### config.mk
export PLATFORM = sky130hd
export DESIGN_NAME = keypad_scanner
export DESIGN_NICKNAME = d
export VERILOG_FILES = /design/src/rtl/keypad_pkg.sv /design/src/rtl/key_sync.sv /design/src/rtl/keypad_scanner.sv
export SDC_FILE = /design/constraint.sdc
export NUM_CORES = 1
export LEC_CHECK = 0
export ABC_AREA = 1
export CAP_MARGIN = 10
export CORE_MARGIN = 3
export CORE_UTILIZATION = 35
export CTS_BUF_LIST = sky130_fd_sc_hd__clkbuf_8 sky130_fd_sc_hd__clkbuf_16
export DETAILED_ROUTE_END_ITERATION = 10
export PLACE_DENSITY = 0.58
export SETUP_SLACK_MARGIN = 0.4
export SLEW_MARGIN = 20
export SYNTH_ARGS = -nofsm -noshare
export SYNTH_HDL_FRONTEND = slang
export SYNTH_SLANG_ARGS = --single-unit
### constraint.sdc
create_clock -name clk -period 6.05 [get_ports clk]
set_clock_uncertainty 0.05 [all_clocks]
set_input_delay 1.21 -clock clk [delete_from_list [all_inputs] [get_ports clk]]
set_output_delay 1.21 -clock clk [all_outputs]
set_load 0.05 [all_outputs]
### src/rtl/keypad_pkg.sv
// Shared types and helpers for the key matrix scan controller.
package keypad_pkg;

    typedef enum logic [2:0] {
        IDLE   = 3'd0,
        DRIVE  = 3'd1,
        SETTLE = 3'd2,
        SAMPLE = 3'd3,
        EVAL   = 3'd4
    } state_e;

    // Debounce candidate: a scan result is either no key, one key, or unusable.
    typedef enum logic [1:0] {
        CAND_INVALID = 2'd0,
        CAND_NONE    = 2'd1,
        CAND_KEY     = 2'd2
    } cand_kind_e;

    localparam cand_kind_e CANDIDATE_NONE = CAND_NONE;

    function automatic int unsigned key_width(input int unsigned n_keys);
        return (n_keys > 1) ? $clog2(n_keys) : 1;
    endfunction

endpackage

### src/rtl/key_sync.sv
// Two-flop synchroniser for asynchronous level inputs.
module key_sync #(
    parameter int unsigned     WIDTH   = 1,
    parameter logic [WIDTH-1:0] RST_VAL = '0
) (
    input  logic             clk,
    input  logic             reset,
    input  logic [WIDTH-1:0] d_i,
    output logic [WIDTH-1:0] q_o
);

    logic [WIDTH-1:0] meta_q;
    logic [WIDTH-1:0] sync_q;

    always_ff @(posedge clk or posedge reset) begin
        if (reset) begin
            meta_q <= RST_VAL;
            sync_q <= RST_VAL;
        end else begin
            meta_q <= d_i;
            sync_q <= meta_q;
        end
    end

    assign q_o = sync_q;

endmodule

### src/rtl/keypad_scanner.sv
// Column-scanning key matrix controller with scan-level debounce and a
// valid/ready key event output.
module keypad_scanner
    import keypad_pkg::*;
#(
    parameter  int unsigned ROWS          = 4,
    parameter  int unsigned COLS          = 4,
    parameter  int unsigned SETTLE_CYCLES = 16,
    parameter  int unsigned STABLE_SCANS  = 8,
    localparam int unsigned KEY_W         = key_width(ROWS * COLS)
) (
    input  logic             clk,
    input  logic             reset,
    input  logic             enable,
    input  logic [ROWS-1:0]  row_in,
    output logic [COLS-1:0]  col_out,
    output logic [KEY_W-1:0] key_code,
    output logic             key_valid,
    input  logic             key_ready,
    output logic             key_pressed,
    output logic             multi_key,
    output logic             overrun
);

    localparam int unsigned NKEYS  = ROWS * COLS;
    localparam int unsigned COL_W  = (COLS > 1) ? $clog2(COLS) : 1;
    localparam int unsigned SET_W  = $clog2(SETTLE_CYCLES);
    localparam int unsigned CNT_W  = $clog2(STABLE_SCANS + 1);
    localparam int unsigned NCNT_W = $clog2(NKEYS + 1);

    state_e             state_q, state_d;
    logic [COL_W-1:0]   col_q, col_d;
    logic [SET_W-1:0]   settle_q, settle_d;
    logic [NKEYS-1:0]   map_q, map_d;
    cand_kind_e         cand_kind_q, cand_kind_d;
    logic [KEY_W-1:0]   cand_code_q, cand_code_d;
    logic [CNT_W-1:0]   stab_q, stab_d;
    logic               reported_q, reported_d;
    logic [KEY_W-1:0]   rep_code_q, rep_code_d;
    logic [COLS-1:0]    col_out_q, col_out_d;
    logic [KEY_W-1:0]   key_code_q, key_code_d;
    logic               key_valid_q, key_valid_d;
    logic               key_pressed_q, key_pressed_d;
    logic               multi_q, multi_d;
    logic               overrun_q, overrun_d;

    logic [ROWS-1:0]    rows_sync;
    logic [ROWS-1:0]    rows_pressed;
    logic [NKEYS-1:0]   spread;
    logic [NCNT_W-1:0]  hits;
    logic [KEY_W-1:0]   hit_idx;
    cand_kind_e         new_kind;
    logic [KEY_W-1:0]   new_code;
    logic               same;
    logic               reached;
    logic               press_evt;
    logic               xfer;

    key_sync #(
        .WIDTH   (ROWS),
        .RST_VAL ('1)
    ) u_row_sync (
        .clk   (clk),
        .reset (reset),
        .d_i   (row_in),
        .q_o   (rows_sync)
    );

    assign rows_pressed = ~rows_sync;

    // Place row r at bit r*COLS so a shift by the column lands it on its key index.
    for (genvar i = 0; i < NKEYS; i++) begin : g_spread
        if ((i % COLS) == 0) begin : g_row
            assign spread[i] = rows_pressed[i / COLS];
        end else begin : g_zero
            assign spread[i] = 1'b0;
        end
    end

    // Index of the set bit; only meaningful when exactly one key is in the map.
    for (genvar b = 0; b < KEY_W; b++) begin : g_idx
        logic [NKEYS-1:0] mask;
        for (genvar i = 0; i < NKEYS; i++) begin : g_mask
            assign mask[i] = 1'((i >> b) & 1);
        end
        assign hit_idx[b] = |(map_q & mask);
    end

    assign hits = NCNT_W'($countones(map_q));

    always_ff @(posedge clk or posedge reset) begin
        if (reset) begin
            state_q       <= IDLE;
            col_q         <= '0;
            settle_q      <= '0;
            map_q         <= '0;
            cand_kind_q   <= CAND_INVALID;
            cand_code_q   <= '0;
            stab_q        <= '0;
            reported_q    <= 1'b0;
            rep_code_q    <= '0;
            col_out_q     <= '1;
            key_code_q    <= '0;
            key_valid_q   <= 1'b0;
            key_pressed_q <= 1'b0;
            multi_q       <= 1'b0;
            overrun_q     <= 1'b0;
        end else begin
            state_q       <= state_d;
            col_q         <= col_d;
            settle_q      <= settle_d;
            map_q         <= map_d;
            cand_kind_q   <= cand_kind_d;
            cand_code_q   <= cand_code_d;
            stab_q        <= stab_d;
            reported_q    <= reported_d;
            rep_code_q    <= rep_code_d;
            col_out_q     <= col_out_d;
            key_code_q    <= key_code_d;
            key_valid_q   <= key_valid_d;
            key_pressed_q <= key_pressed_d;
            multi_q       <= multi_d;
            overrun_q     <= overrun_d;
        end
    end

    always_comb begin
        state_d       = state_q;
        col_d         = col_q;
        settle_d      = settle_q;
        map_d         = map_q;
        cand_kind_d   = cand_kind_q;
        cand_code_d   = cand_code_q;
        stab_d        = stab_q;
        reported_d    = reported_q;
        rep_code_d    = rep_code_q;
        col_out_d     = col_out_q;
        key_code_d    = key_code_q;
        key_valid_d   = key_valid_q;
        key_pressed_d = key_pressed_q;
        multi_d       = multi_q;
        overrun_d     = overrun_q;
        new_kind      = CAND_INVALID;
        new_code      = '0;
        same          = 1'b0;
        reached       = 1'b0;
        press_evt     = 1'b0;
        xfer          = key_valid_q & key_ready;

        case (state_q)
            IDLE: begin
                if (enable) begin
                    state_d   = DRIVE;
                    col_d     = '0;
                    map_d     = '0;
                    col_out_d = ~COLS'(1);
                end
            end
            DRIVE: begin
                state_d  = SETTLE;
                settle_d = '0;
            end
            SETTLE: begin
                if (settle_q == SET_W'(SETTLE_CYCLES - 1)) begin
                    state_d = SAMPLE;
                end else begin
                    settle_d = settle_q + SET_W'(1);
                end
            end
            SAMPLE: begin
                map_d = map_q | (spread << col_q);
                if (col_q == COL_W'(COLS - 1)) begin
                    state_d = EVAL;
                end else begin
                    state_d   = DRIVE;
                    col_d     = col_q + COL_W'(1);
                    col_out_d = ~(COLS'(1) << col_d);
                end
            end
            EVAL: begin
                multi_d = (hits >= NCNT_W'(2));
                if (hits >= NCNT_W'(2)) begin
                    cand_kind_d = CAND_INVALID;
                    cand_code_d = '0;
                    stab_d      = '0;
                end else begin
                    new_kind = (hits == NCNT_W'(1)) ? CAND_KEY : CANDIDATE_NONE;
                    new_code = (hits == NCNT_W'(1)) ? hit_idx : '0;
                    same     = (cand_kind_q == new_kind) && (cand_code_q == new_code);
                    if (!same) begin
                        stab_d = CNT_W'(1);
                    end else if (stab_q != CNT_W'(STABLE_SCANS)) begin
                        stab_d = stab_q + CNT_W'(1);
                    end
                    cand_kind_d = new_kind;
                    cand_code_d = new_code;
                    // Only the scan that first hits the threshold counts, not the saturated tail.
                    reached = (stab_d == CNT_W'(STABLE_SCANS)) &&
                              (!same || (stab_q != CNT_W'(STABLE_SCANS)));
                    if (reached && (new_kind == CAND_KEY) &&
                        (!reported_q || (rep_code_q != new_code))) begin
                        press_evt = 1'b1;
                    end
                    if (reached && (new_kind == CANDIDATE_NONE)) begin
                        key_pressed_d = 1'b0;
                        reported_d    = 1'b0;
                    end
                end
                if (enable) begin
                    state_d   = DRIVE;
                    col_d     = '0;
                    map_d     = '0;
                    col_out_d = ~COLS'(1);
                end else begin
                    state_d   = IDLE;
                    col_out_d = '1;
                end
            end
            default: begin
                state_d   = IDLE;
                col_out_d = '1;
            end
        endcase

        // A transfer in the same cycle frees the slot for the new event.
        if (press_evt) begin
            key_pressed_d = 1'b1;
            reported_d    = 1'b1;
            rep_code_d    = new_code;
            if (!key_valid_q || xfer) begin
                key_code_d  = new_code;
                key_valid_d = 1'b1;
            end else begin
                overrun_d = 1'b1;
            end
        end else if (xfer) begin
            key_valid_d = 1'b0;
        end
    end

    assign col_out     = col_out_q;
    assign key_code    = key_code_q;
    assign key_valid   = key_valid_q;
    assign key_pressed = key_pressed_q;
    assign multi_key   = multi_q;
    assign overrun     = overrun_q;

endmodule

# After elaboration in Yosys (flattened, before gate mapping)
# Index checks and enable logic that the tools add are counted.
dict set report classes {
  muxes 36
  n_eq_ne 21
  add_sub_neg 18
  shifts 2
  magnitude_cmp 1
  n_reduce_logical 32
  n_bitwise 6
}
# operator n
set ops {}
lappend ops {{2-to-1 mux 4 bit} 11}
lappend ops {{case mux 16 bit (2 select lines)} 1}
lappend ops {{OR reduction 8 bit} 4}
lappend ops {{adder 1 x 1 -> 2 bit} 8}
lappend ops {{2-to-1 mux 16 bit} 1}
lappend ops {{bitwise OR 16 bit} 1}
lappend ops {{case mux 4 bit (4 select lines)} 1}
lappend ops {{<< shifter 13 x 2 -> 16 bit} 1}
lappend ops {{case mux 3 bit (5 select lines)} 1}
lappend ops {{adder 2 x 2 -> 3 bit} 4}
lappend ops {{2-to-1 mux 1 bit} 12}
lappend ops {{AND reduction 2 bit} 6}
lappend ops {{inequality test 2 bit (second input constant)} 5}
lappend ops {{nonzero test 2 bit} 5}
lappend ops {{2-to-1 mux 3 bit} 3}
lappend ops {{AND reduction 3 bit} 3}
lappend ops {{adder 3 x 3 -> 4 bit} 2}
lappend ops {{adder 4 x 1 -> 4 bit (second input constant)} 2}
lappend ops {{== test 4 bit (second input constant)} 2}
lappend ops {{2-to-1 mux 2 bit} 4}
lappend ops {{NOT 4 bit} 2}
lappend ops {{case mux 4 bit (2 select lines)} 1}
lappend ops {{== test 3 x 2 -> 1 bit (second input constant)} 2}
lappend ops {{adder 4 x 4 -> 5 bit} 1}
lappend ops {{other kinds (21)} 33}
dict set report totals {
  inputBits 8
  elab_cells 132
  output_inout_bits 12
  regBits 59
}

# Logic depth before layout (Yosys ltp)
dict set report logic_depth {
  word_depth 20
  depth_mapped 25
  ltp_nobuf 25
}

# Cells and area by module
# From an unflattened synthesis, not the netlist that was laid out.
dict set report unflattened {
  hier_cells 390
  area_unflattened_um2 3276.9
}
# mod cells_each area_each_um2 instances seq_area_each_um2
set by_module_without_submodules {}
lappend by_module_without_submodules {keypad_scanner 381 3062.9 1 1281.2}
lappend by_module_without_submodules {key_sync 9 214.0 1 210.2}

# Worst setup path after synthesis
# OpenSTA, ideal clock, no wires.
dict set report synth_path {
  path_kind {register to register}
  start {register map_q[5]}
  end {register key_code_q[0] (netlist: key_code[0])}
  setup_slack_ps 1510
  arrival_time_ps 4370
  t_required_ps 5881
  setup_time_ps 119
  path_buffers 0
  period_less_slack_ps 4540
  stages_incl_launch_ff 25
  cell_sequence {dfrtp_1 inv_1 fa_1 inv_1 fa_1 fa_1 inv_1 fa_1 inv_1 ha_1 fa_1 nor2_1 nand2_1 nor2_2 nand2_2 nor2_8 nand2_2 nand2_2 nand2_2 nor2_4 nand3_4 nor2_8 nand4_4 nand2_1 nand2_1}
}
dict set report synth_between {
  elab_chain_len 19
}
# item line_no
set synth_rtl {}
lappend synth_rtl {{start: declaration} keypad_scanner.sv:34} ;# logic [NKEYS-1:0] map_q, map_d;
lappend synth_rtl {{start signal: assignment} keypad_scanner.sv:112} ;# map_q <= map_d;
lappend synth_rtl {{adder 1 x 1 -> 2 bit (not written as such)} keypad_scanner.sv:89} ;# assign hits = NCNT_W'($countones(map_q));
lappend synth_rtl {{adder 2 x 2 -> 3 bit (not written as such)} keypad_scanner.sv:89}
lappend synth_rtl {{adder 3 x 3 -> 4 bit (not written as such)} keypad_scanner.sv:89}
lappend synth_rtl {{adder 4 x 4 -> 5 bit (not written as such)} keypad_scanner.sv:89}
lappend synth_rtl {{== test 5 x 1 -> 1 bit} {keypad_scanner.sv:187, keypad_scanner.sv:188}}
lappend synth_rtl {{2-to-1 mux 4 bit or 2-to-1 mux 2 bit (tied branches)} {keypad_scanner.sv:188, keypad_scanner.sv:187}}
lappend synth_rtl {{== test 4 bit or == test 2 bit (tied branches)} keypad_scanner.sv:189} ;# same = (cand_kind_q == new_kind) && (cand_code_q == new_code);
lappend synth_rtl {{logical AND 1 bit} keypad_scanner.sv:189}
lappend synth_rtl {{(+2 left out)} n/a}
lappend synth_rtl {{2-to-1 mux 4 bit} keypad_scanner.sv:150} ;# case (state_q)
lappend synth_rtl {{== test 4 bit} keypad_scanner.sv:198} ;# reached = (stab_d == CNT_W'(STABLE_SCANS)) &&
lappend synth_rtl {{logical AND 1 bit} keypad_scanner.sv:198}
lappend synth_rtl {{logical AND 1 bit (2 in series)} keypad_scanner.sv:200} ;# if (reached && (new_kind == CAND_KEY) &&
lappend synth_rtl {{2-to-1 mux 1 bit} keypad_scanner.sv:200}
lappend synth_rtl {{2-to-1 mux 1 bit} keypad_scanner.sv:182} ;# if (hits >= NCNT_W'(2)) begin
lappend synth_rtl {{2-to-1 mux 1 bit} keypad_scanner.sv:150}
lappend synth_rtl {{AND reduction 2 bit (no line)} n/a}
lappend synth_rtl {{end signal: assignment} keypad_scanner.sv:119} ;# key_code_q <= key_code_d;
lappend synth_rtl {{end: declaration} keypad_scanner.sv:41} ;# logic [KEY_W-1:0] key_code_q, key_code_d;
# Parallel ways exist; a longest one is shown, timed or not. The select of a mux whose other input is x is not followed.
# A chain may end at the register's enable or synchronous reset.

# Final worst setup path
dict set report layout_path {
  start {register map_q[5]}
  end {register key_code_q[1] (netlist: key_code[1])}
}
# Same word-level chain as after synthesis.

==> results.cfg <==
[run_status]
status = completed

[sta]
tightestPinTransition_ns = 1.050
max-slew-margin-rel = 0.2974
layout_min_cycle_time_ns = 4.877
timing.final.crit_share = 0.8062
grt_setup_unrepaired = false
finalHoldViolations = 0
setup_viol = 0
drv_slew = 0
setup_tns_ns = 0
max_freq_mhz = 205.0

[clocking]
cts-buffers-inserted = 9
cts_tree = built
ctsHoldBuffers = 0
clk_path_buf_depth = 2
cts_root_buf = clkbuf_8
clk_latency_ns = 0.35
cts_setup_buffers = 0
htreeDepth = 3
cts_resized = 0
clk_pin_slew_ns = 0.07
clock_sinks = 59

[job]
cap_violations = 0

[die]
dieArea_sq_um = 10540
ios = 20
core_area_sq_um = 8891
fp.dieH_um = 102.7
die_w_um = 102.7
initial_core_util = 0.3680
row_count = 34

[detailed_routing]
dr.first_iter.drc_count = 179
ant_nets = 0
wirelength_um = 6919
vias = 2554
vias_per_cell = 4.940
firstDrtPassIters = 4
avgRoutedWirePerCell_um = 13.38
drcViolationCount = 0

[global_routing]
overflow = 0
grt_use_total = 0.1513
grt_max_degree = 42
grt_pass1_wl_um = 12380
antenna_found_initial = 0
grt_pass1_vias = 2604

[setup_path]
cp.arrival_ns = 5.05
worstSetupStartpointType = flop
required_ns = 6.22
path_class = reg -> reg
path_max_fanout = 7
rr_worst_depth = 24
end_kind = flop

[layout]
drive_above_1_share = 0.1345
finalNetCount = 436
final_common_cell = nand2_1
fillers = 876
final_cell_mix = 64 x nand2_1, 62 x inv_1, 47 x dfrtp_1
multiInputGateArea_sq_um = 1518
diodes = 0
synthToLayoutAreaGrowth_pct = 15.87
seqCellArea_sq_um = 1491

[worst_hold_path]
whs_path_depth = 0
hp-class = reg -> reg

[synth]
ys_warn_count = 0
ys_async_sr_fraction = 1.000
ys.flop_type = dfrtp_1
ys_ff_latch = 59
seq_area_frac_synth = 0.4558
avgSynthCellArea_sq_um = 8.702
synth-edff-count = 0
syn_inst = 376
synthDistinctLibCells = 34
syn_nets = 408
synthesis.area_sq_um = 3272

[placed_design]
port_buffers = 19
hpwl_um = 5212
gp_congestion = 0.8532
per-stage QoR:
step	hold slack, ns	instances	instance area [sq um]	worst slack (ns)	util
2_1_floorplan	0.2952	376	3272	1.510	-
3_3_place_gp	0.2964	501	3597	1.245	0.4046
3_5_place_dp	0.2978	501	3597	1.182	0.4046
4_1_cts	0.3128	517	3791	1.157	0.4264
5_1_grt	0.3184	517	3791	0.8128	0.4264
6_report	0.3099	517	3791	1.173	0.4264
critical path, stage by stage (launching register included):
cell     delay (ns)
dfrtp_1        0.36
inv_1          0.10
fa_1           0.55
inv_1          0.05
fa_1           0.47
fa_1           0.51
inv_1          0.05
fa_1           0.48
inv_1          0.04
ha_1           0.20
fa_1           0.43
nor2_1         0.09
nand2_1        0.06
nor2_2         0.13
nand2_2        0.12
nor2_8         0.16
nand2_2        0.12
nand2_2        0.08
nand2_2        0.06
nor2_4         0.10
nand3_4        0.10
nor2_8         0.17
nand4_4        0.11
nand2_1        0.08
nand2_1        0.06
area by class of cell:
type	count	share of cell area
clock buffers	9	0.03267
multi-input cells	247	0.4003
flip-flops and latches	59	0.3934
inverters	66	0.06535
clock inverters	7	0.01848
repair buffers	21	0.05413
well taps	108	0.03564
cell usage after synthesis (2+ instances only):
cell type | count | share of area
nand2_1 | 64 | 0.073
inv_1 | 62 | 0.071
dfrtp_1 | 47 | 0.36
nor2_1 | 44 | 0.050
o21ai_0 | 27 | 0.041
nand3_1 | 15 | 0.023
a21oi_1 | 14 | 0.021
ha_1 | 14 | 0.054
dfstp_2 | 12 | 0.096
fa_1 | 10 | 0.061
nand4_1 | 8 | 0.015
nor3_1 | 8 | 0.012
a31oi_1 | 7 | 0.013
nand2_2 | 6 | 0.011
nor2_2 | 5 | 0.0096
clkbuf_1 | 4 | 0.0046
o22ai_1 | 4 | 0.0076
inv_2 | 3 | 0.0034
nand3b_1 | 3 | 0.0069
nor2_8 | 2 | 0.012
o21bai_1 | 2 | 0.0046
or2_2 | 2 | 0.0038
xor2_1 | 2 | 0.0054
per-layer routing:
metal | GRT usage | part of all wire
met4 | 0.07669 | 0.023
met5 | 0 | 0
met2 | 0.2254 | 0.44
met1 | 0.2144 | 0.50
met3 | 0.02233 | 0.034
worst paths after layout:
check	startpoint	end	slack [ns]
worst max-delay path	map_q[5]	key_code[1]	1.17
worst min-delay path	u_row_sync.meta_q[0]	u_row_sync.q_o[0]	0.31
worst max register to register	map_q[5]	key_code[1]	1.17
worst min register to register	u_row_sync.meta_q[0]	u_row_sync.q_o[0]	0.31
max in group asynchronous	reset	u_row_sync.q_o[3]	3.96
min in group asynchronous	reset	rep_code_q[1]	1.11
state kept, by name (all words and copies together), names as in the netlist:
signal,count
cand_kind_q,2
u_row_sync.q_o,4
overrun,1
key_valid,1
multi_key,1
settle_q,4
rep_code_q,4
col_q,2
col_out,4
cand_code_q,4
state_q,3
stab_q,4
map_q,16
u_row_sync.meta_q,4
key_pressed,1
key_code,4
cell families (layout without fill, tap and decap cells):
| group | Yosys count | in the layout | share of synthesized area |
|---|---|---|---|
| compound gates | 57 | 57 | 0.09560 |
| xor+xnor | 2 | 2 | 0.005355 |
| fa+ha+maj | 24 | 24 | 0.1147 |
| buf+inv | 70 | 103 | 0.08030 |
| flops | 59 | 59 | 0.4558 |
| simple gates | 164 | 164 | 0.2482 |
Power is not shown: default switching activity piles up to over one toggle a cycle in this logic, so the estimate is an artifact.
